### src/rtl/shift_frame_pkg.sv
// Shared definitions for the serial frame controller: state encoding and
// default geometry.
package shift_frame_pkg;

  localparam int N_DEFAULT   = 16;
  localparam int DIV_DEFAULT = 4;

  typedef enum logic [1:0] {
    IDLE  = 2'b00,
    SHIFT = 2'b01,
    DONE  = 2'b10
  } state_t;

endpackage

### src/rtl/Register.sv
// Generic n-bit parallel-load, left-shift register with synchronous
// active-high clear. Priority: reset > Load > Shift.
module Register #(
  parameter int n = 16
) (
  input  logic         clk,
  input  logic         reset,
  input  logic         Load,
  input  logic         Shift,
  input  logic         Shift_In,
  input  logic [n-1:0] Din,
  output logic [n-1:0] Dout
);

  always_ff @(posedge clk) begin
    if (reset) begin
      Dout <= '0;
    end else if (Load) begin
      Dout <= Din;
    end else if (Shift) begin
      Dout <= {Dout[n-2:0], Shift_In};
    end
  end

endmodule

### src/rtl/shift_frame_ctrl.sv
// Frame controller: accepts a parallel word, shifts it out MSB first while
// shifting sin in, one bit every DIV clocks, then presents the received word.
module shift_frame_ctrl
  import shift_frame_pkg::*;
#(
  parameter int N   = N_DEFAULT,
  parameter int DIV = DIV_DEFAULT
) (
  input  logic         clk,
  input  logic         reset_n,
  input  logic         in_valid,
  output logic         in_ready,
  input  logic [N-1:0] in_data,
  input  logic         abort,
  input  logic         sin,
  output logic         sout,
  output logic         frame,
  output logic         out_valid,
  output logic [N-1:0] out_data,
  output logic [1:0]   dbg_state
);

  // Handshake: a word is taken on a rising edge where in_valid && in_ready
  // && !abort; in_ready is high only in IDLE, so in_valid elsewhere is ignored.

  localparam int BW = $clog2(N) + 1;
  localparam int DW = $clog2(DIV) + 1;
  localparam logic [BW-1:0] BIT_LAST = BW'(N - 1);
  localparam logic [DW-1:0] DIV_LAST = DW'(DIV - 1);

  state_t        state, state_next;
  logic [DW-1:0] div_cnt;
  logic [BW-1:0] bit_cnt;
  logic [N-1:0]  sreg;
  logic          load;
  logic          tick;
  logic          last_tick;

  always_comb begin
    state_next = state;
    load       = 1'b0;
    tick       = 1'b0;
    last_tick  = 1'b0;
    case (state)
      IDLE: begin
        if (in_valid && !abort) begin
          load       = 1'b1;
          state_next = SHIFT;
        end
      end
      SHIFT: begin
        tick      = (div_cnt == DIV_LAST);
        last_tick = tick && (bit_cnt == BIT_LAST);
        if (last_tick) state_next = DONE;
      end
      DONE:    state_next = IDLE;
      default: state_next = IDLE;
    endcase
    if (abort) state_next = IDLE;
  end

  always_ff @(posedge clk or negedge reset_n) begin
    if (!reset_n) begin
      state    <= IDLE;
      div_cnt  <= '0;
      bit_cnt  <= '0;
      out_data <= '0;
    end else begin
      state <= state_next;
      if (load || abort || state != SHIFT) begin
        div_cnt <= '0;
        bit_cnt <= '0;
      end else begin
        div_cnt <= tick ? '0 : div_cnt + DW'(1);
        if (tick) bit_cnt <= bit_cnt + BW'(1);
      end
      // Capture the word including the bit sampled on the final tick.
      if (last_tick && !abort) out_data <= {sreg[N-2:0], sin};
    end
  end

  Register #(.n(N)) u_sreg (
    .clk      (clk),
    .reset    (!reset_n || abort),
    .Load     (load),
    .Shift    (tick),
    .Shift_In (sin),
    .Din      (in_data),
    .Dout     (sreg)
  );

  assign in_ready  = (state == IDLE);
  assign frame     = (state == SHIFT);
  assign sout      = frame & sreg[N-1];
  assign out_valid = (state == DONE);
  assign dbg_state = state;

endmodule

### config.mk
export PLATFORM = sky130hd
export DESIGN_NAME = shift_frame_ctrl
export DESIGN_NICKNAME = d
export VERILOG_FILES = /design/src/rtl/shift_frame_pkg.sv /design/src/rtl/Register.sv /design/src/rtl/shift_frame_ctrl.sv
export SDC_FILE = /design/constraint.sdc
export NUM_CORES = 1
export LEC_CHECK = 0
export ABC_AREA = 1
export CAP_MARGIN = 20
export CORE_MARGIN = 4
export CORE_UTILIZATION = 45
export CTS_BUF_LIST = sky130_fd_sc_hd__clkbuf_16
export CTS_CLUSTER_DIAMETER = 60
export CTS_CLUSTER_SIZE = 25
export DETAILED_ROUTE_END_ITERATION = 8
export HOLD_SLACK_MARGIN = 0.03
export PLACE_DENSITY = 0.73
export SLEW_MARGIN = 20
export SYNTH_ARGS = -nofsm -noshare
export SYNTH_HDL_FRONTEND = slang
export SYNTH_HIERARCHICAL = 1
export SYNTH_SLANG_ARGS = --single-unit
export TNS_END_PERCENT = 30
### constraint.sdc
create_clock -name clk -period 1.8 [get_ports clk]
set_input_delay 0.18 -clock clk [delete_from_list [all_inputs] [get_ports clk]]
set_output_delay 0.18 -clock clk [all_outputs]
set_load 0.01 [all_outputs]
== Yosys cells after proc, flatten, opt, wreduce, memory -nomap -nowiden ==
Cells that the tools add are included.
Operators by class
  add/sub/neg operators: 2
  $mul: 0
  divide/modulo/power cells: 0
  $lt $le $gt $ge: 0
  eq/ne operators: 7
  shift operators: 0
  muxes and demuxes: 14
  bitwise logic cells: 1
  reduce and logical (&&, ||, !) cells: 12
Operators by type and width (number)
  2-to-1 mux 16 bit: 2
  2-to-1 mux 5 bit: 2
  2-to-1 mux 2 bit: 3
  2-to-1 mux 3 bit: 2
  adder 5 x 1 -> 5 bit, second input constant: 1
  equality test 5 x 4 -> 1 bit, second input constant: 1
  2-to-1 mux 1 bit: 4
  case mux 2 bit (2 select lines): 1
  nonzero test 2 bit: 2
  adder 3 x 1 -> 3 bit, second input constant: 1
  equality test 3 x 2 -> 1 bit, second input constant: 1
  logical AND 1 bit: 3
  logical OR 1 bit: 3
  != test 3 x 1 -> 1 bit, second input constant: 1
  != test 3 x 2 -> 1 bit, second input constant: 1
  equality test 2 x 1 -> 1 bit, second input constant: 1
  equality test 2 bit, second input constant: 1
  zero test 1 bit: 2
  zero test 2 bit: 1
  != test 2 x 1 -> 1 bit, second input constant: 1
  AND reduction 2 bit: 1
  AND 1 bit: 1
Word-level totals
  register bits after elaboration: 42
  bits in latches: 0
  RAM bits: 0
  memory bits (read-only): 0
  input port bits: 21
  output and inout bits: 22
  logic and storage cells: 41
  memories: 0

== Longest topological paths before layout ==
  depth in word-level cells: 7
  depth in mapped cells: 11
  depth with buffers taken out: 10

== By module ==
Netlist, hierarchy kept.
By module, submodules not included
  shift_frame_ctrl: times used 1, cells an instance 129, area an instance 1163.6 um2, seq. area each 650.6 um2
  Register: times used 1, cells an instance 124, area an instance 812.0 um2, seq. area each 320.3 um2

== Worst setup path after synthesis ==
Ideal clock, no wire load.
  kind: register -> register
  start: reg bit_cnt[0]
  end: reg out_data[15]
  setup time: 116 ps
  arrival: 1382 ps
  data required time: 1684 ps
  setup slack: 302 ps
  cell stages (with the launch flop): 12
  path buffers: 1
  period minus slack after synthesis: 1498 ps
  path through: dfrtp_1 ha_1 nand2_1 nor2_1 ha_1 inv_1 nor2_2 nand2_4 clkinv_4 buf_12 nand2_2 nand2_1
On the way
  cells in the longest elaborated chain, start to end: 4
RTL lines
  start: declaration: RTL line shift_frame_ctrl.sv:33  | logic [BW-1:0] bit_cnt;
  start signal: assignment: RTL line shift_frame_ctrl.sv:75  | if (tick) bit_cnt <= bit_cnt + BW'(1);
  equality test 5 x 4 -> 1 bit: RTL line shift_frame_ctrl.sv:53  | last_tick = tick && (bit_cnt == BIT_LAST);
  logical AND 1 bit: RTL line shift_frame_ctrl.sv:53
  2-to-1 mux 1 bit: RTL line shift_frame_ctrl.sv:44  | case (state)
  logical AND 1 bit: RTL line shift_frame_ctrl.sv:78  | if (last_tick && !abort) out_data <= {sreg[N-2:0], sin};
  end signal: assignment: RTL line shift_frame_ctrl.sv:78
  end: declaration: RTL line shift_frame_ctrl.sv:19  | output logic [N-1:0] out_data,
No other way between the ends.
A chain may end at the register's enable or synchronous reset.

== Final worst setup path ==
  start: reg state[1], in the netlist dbg_state[1]
  end: out sout
On the way
  cells in the longest elaborated chain, start to end: 2
RTL lines
  start: declaration: RTL line shift_frame_ctrl.sv:31  | state_t state, state_next;
  start signal: assignment: RTL line shift_frame_ctrl.sv:69  | state <= state_next;
  equality test 2 x 1 -> 1 bit: RTL line shift_frame_ctrl.sv:93  | assign frame = (state == SHIFT);
  AND 1 bit: RTL line shift_frame_ctrl.sv:94  | assign sout = frame & sreg[N-1];
  end: declaration: RTL line shift_frame_ctrl.sv:16  | output logic sout,
No other way between the ends.

==> impl_metrics.tcl <==
set metrics [dict create \
    run_status "finished, final reports clean" \
    critPathBufInv 2 \
    path_delay_family "buffers and inverters" \
    post_detailed_route_drc_marker_count 0 \
    maxSlewViolCount 0 \
    post_layout_cell_count 352 \
    drv.max_cap_violation_count 0 \
    combPwrFrac 0.084 \
    rows 23 \
    tritoncts_sinks 42 \
    final_wtd_congestion 0.751 \
    seq_area_frac_synth 0.491 \
    timing.clock.skew_ps 6.31 \
    grt_setup_unrepaired "no" \
    grt_use_total 0.173 \
    synth.lib_cells_used.distinct 22 \
    post-route-period-util 0.947 \
    synthCells 253 \
    finalSetupViolations 0 \
    slew_headroom 0.690 \
    insertedDiodeCount 0 \
    dp_cells 344 \
    holdCritPathClass "input port to asynchronous set/reset pin" \
    finalCriticalPeriod_ps 1710 \
    detailedRoute.firstPassIterationCount 4 \
    timing.critical_path.arrival_ps 1530 \
    irDropWorstVdd_mv 0.612 \
    core_area_sq_um 4120 \
    syn-cell-area_sq_um 1980 \
    ys_seq_elements 42 \
    cts_hold_buffers 0 \
    clkSlewWorstSetupHoldPaths_ps 60 \
    cts_root_buf "sky130_fd_sc_hd__clkbuf_16" \
    post-place-ws_ps 115 \
    worst_ep_required_time_ps 1620 \
    area_growth_synth_to_finish_pct 32.2 \
    htreeDepth 2 \
    power.share.sequential 0.451 \
    power.static_leakage_nw 1.36 \
    fmax_ghz 0.586 \
    vias 1680 \
    share_of_post_route_cells_with_drive_strength_above_1 0.109 \
    wl_um 4350 \
    place_hpwl_um 2930 \
    place.port_buffers 42 \
    top_level_ports 43 \
    postCtsSetupBuffers 0 \
    worstSetupEndpointType "primary output" \
    power.share.clock 0.465 \
    grt_pass1_vias 1608 \
    nets 325 \
    crit_type "register to primary output" \
    grt_antenna_before_repair 0 \
    global_route.overflow_total 0 \
    synth_fp_nets 277 \
    finalHoldViolCount 0 \
    setup.worst_path.start_class "register" \
    timing.final.ws_setup_ps 94.7 \
    yosysWarnings 6 \
    grt_start_max_net_pins 27 \
    tritoncts "done" \
    grt_first_pass_wirelength_um 7250 \
    cts_inserted_buffers 5 \
    dieArea_sq_um 5510 \
    antenna_left 0 \
    power.density_nw_per_um2 817 \
    insertion_delay_ps 280 \
    critical-path-slowest-cell "sky130_fd_sc_hd__clkdlybuf4s50_1" \
    die-width_um 74.3 \
    fin_setup_tns_ps 0 \
    drt_iter0_markers 129 \
    path_cells "inv_1 -> nand2_2 -> nor2_1 -> clkdlybuf4s50_1" \
    initial_utilization 0.480 \
    via_per_inst 4.77 \
    power_report.internal_total_w 0.00169 \
    synth.avg_cell_area_sq_um 7.81 \
    switching_power_w 0.000447 \
    cp_slowest_stage_delay_ps 540 \
    tightest_slew_ps 465 \
    floorplan.die.height_um 74.3 \
    drt-wirelength-per-cell_um 12.4 \
    layout.core_utilization 0.635 \
    cts.repair.resized 0 \
    cts.path.max_buffers 2 \
    path_max_fanout 4 \
    switching_share 0.210 \
]
-- cells in the mapped netlist (all sizes together) --
master | number | share of area
clkinv | 1 | 0.0044
dfxtp | 16 | 0.16
buf | 9 | 0.044
nor2 | 11 | 0.039
o21ai | 2 | 0.0051
nand2 | 114 | 0.23
dfrtp | 26 | 0.33
nor3 | 2 | 0.0051
nand4 | 2 | 0.0063
xor2 | 1 | 0.0044
nand3 | 30 | 0.076
a21oi | 5 | 0.013
inv | 31 | 0.059
ha | 3 | 0.019
-- per-layer routing --
| layer | global-route usage | part of all wire | vias up | wire (um) |
|---|---|---|---|---|
| li1 | - | - | 867 | - |
| met1 | 0.213 | 0.43 | 746 | 1880 |
| met2 | 0.295 | 0.47 | 61 | 2030 |
| met3 | 0.0419 | 0.083 | 6 | 363 |
| met4 | 0.0652 | 0.017 | 0 | 73 |
| met5 | 0 | 0 | - | 0 |
-- cell type report --
cell class / instances / area (sq um)
clock buffers: 5 / 125
clock inverters: 3 / 41.3
fillers: 396 / 1500
inverters: 32 / 125
multi-input cells: 170 / 793
flip-flops and latches: 42 / 971
well taps: 50 / 62.6
repair buffers: 50 / 493
-- placed cells by master, fill, tap and decap left out, drive strengths merged, types with 2 or more instances in the layout --
cell type / instances
nand2: 114
clkdlybuf4s50: 42
inv: 32
nand3: 30
dfrtp: 26
dfxtp: 16
nor2: 11
buf: 8
a21oi: 5
clkbuf: 5
ha: 3
nor3: 2
o21ai: 2
nand4: 2
-- state kept, by name, summed over array words and instances, names as in the netlist --
| signal | count |
|---|---|
| out_data | 16 |
| u_sreg/Dout | 16 |
| bit_cnt | 5 |
| div_cnt | 3 |
| dbg_state | 2 |
-- stage by stage --
stage                     area, sq um  hold slack [ps]  power, W
after global routing             2610              355   0.00222
after global placement           2440              422   0.00116
after detailed placement         2440              432   0.00116
after CTS                        2610              337   0.00215
final                            2610              314   0.00213
after floorplan                  1980             -116   0.00107
-- power by group through the flow --
| stage | Combinational (W) | Clock [W] | Sequential [W] |
|---|---|---|---|
| 6_report | 0.000178 | 0.000992 | 0.000963 |
| 3_3_place_gp | 0.000177 | 0 | 0.000981 |
| 2_1_floorplan | 0.0000869 | 0 | 0.000980 |
| 4_1_cts | 0.000180 | 0.00101 | 0.000962 |
| 3_5_place_dp | 0.000178 | 0 | 0.000981 |
| 5_1_grt | 0.000197 | 0.00106 | 0.000963 |
-- cell families after synthesis --
family | Yosys count | share of synthesized area
compound gates | 7 | 0.0177
xor+xnor | 1 | 0.00443
fa+ha+maj | 3 | 0.0190
buf+inv | 41 | 0.107
flops | 42 | 0.491
simple gates | 159 | 0.360
-- path summary, 6_finish.rpt --
kind	from	to	slack [ps]	depth (start not counted)
hold reg to reg	div_cnt[0]	div_cnt[0]	440	1
setup / recovery	dbg_state[1]	sout	90	4
hold / removal	reset_n	bit_cnt[2]	310	2
max in group asynchronous	reset_n	out_data[12]	1230	2
setup reg to reg	bit_cnt[0]	out_data[14]	190	10
min in group clk	div_cnt[0]	div_cnt[0]	440	1
Note: power is estimated with default switching activity, not from simulation.
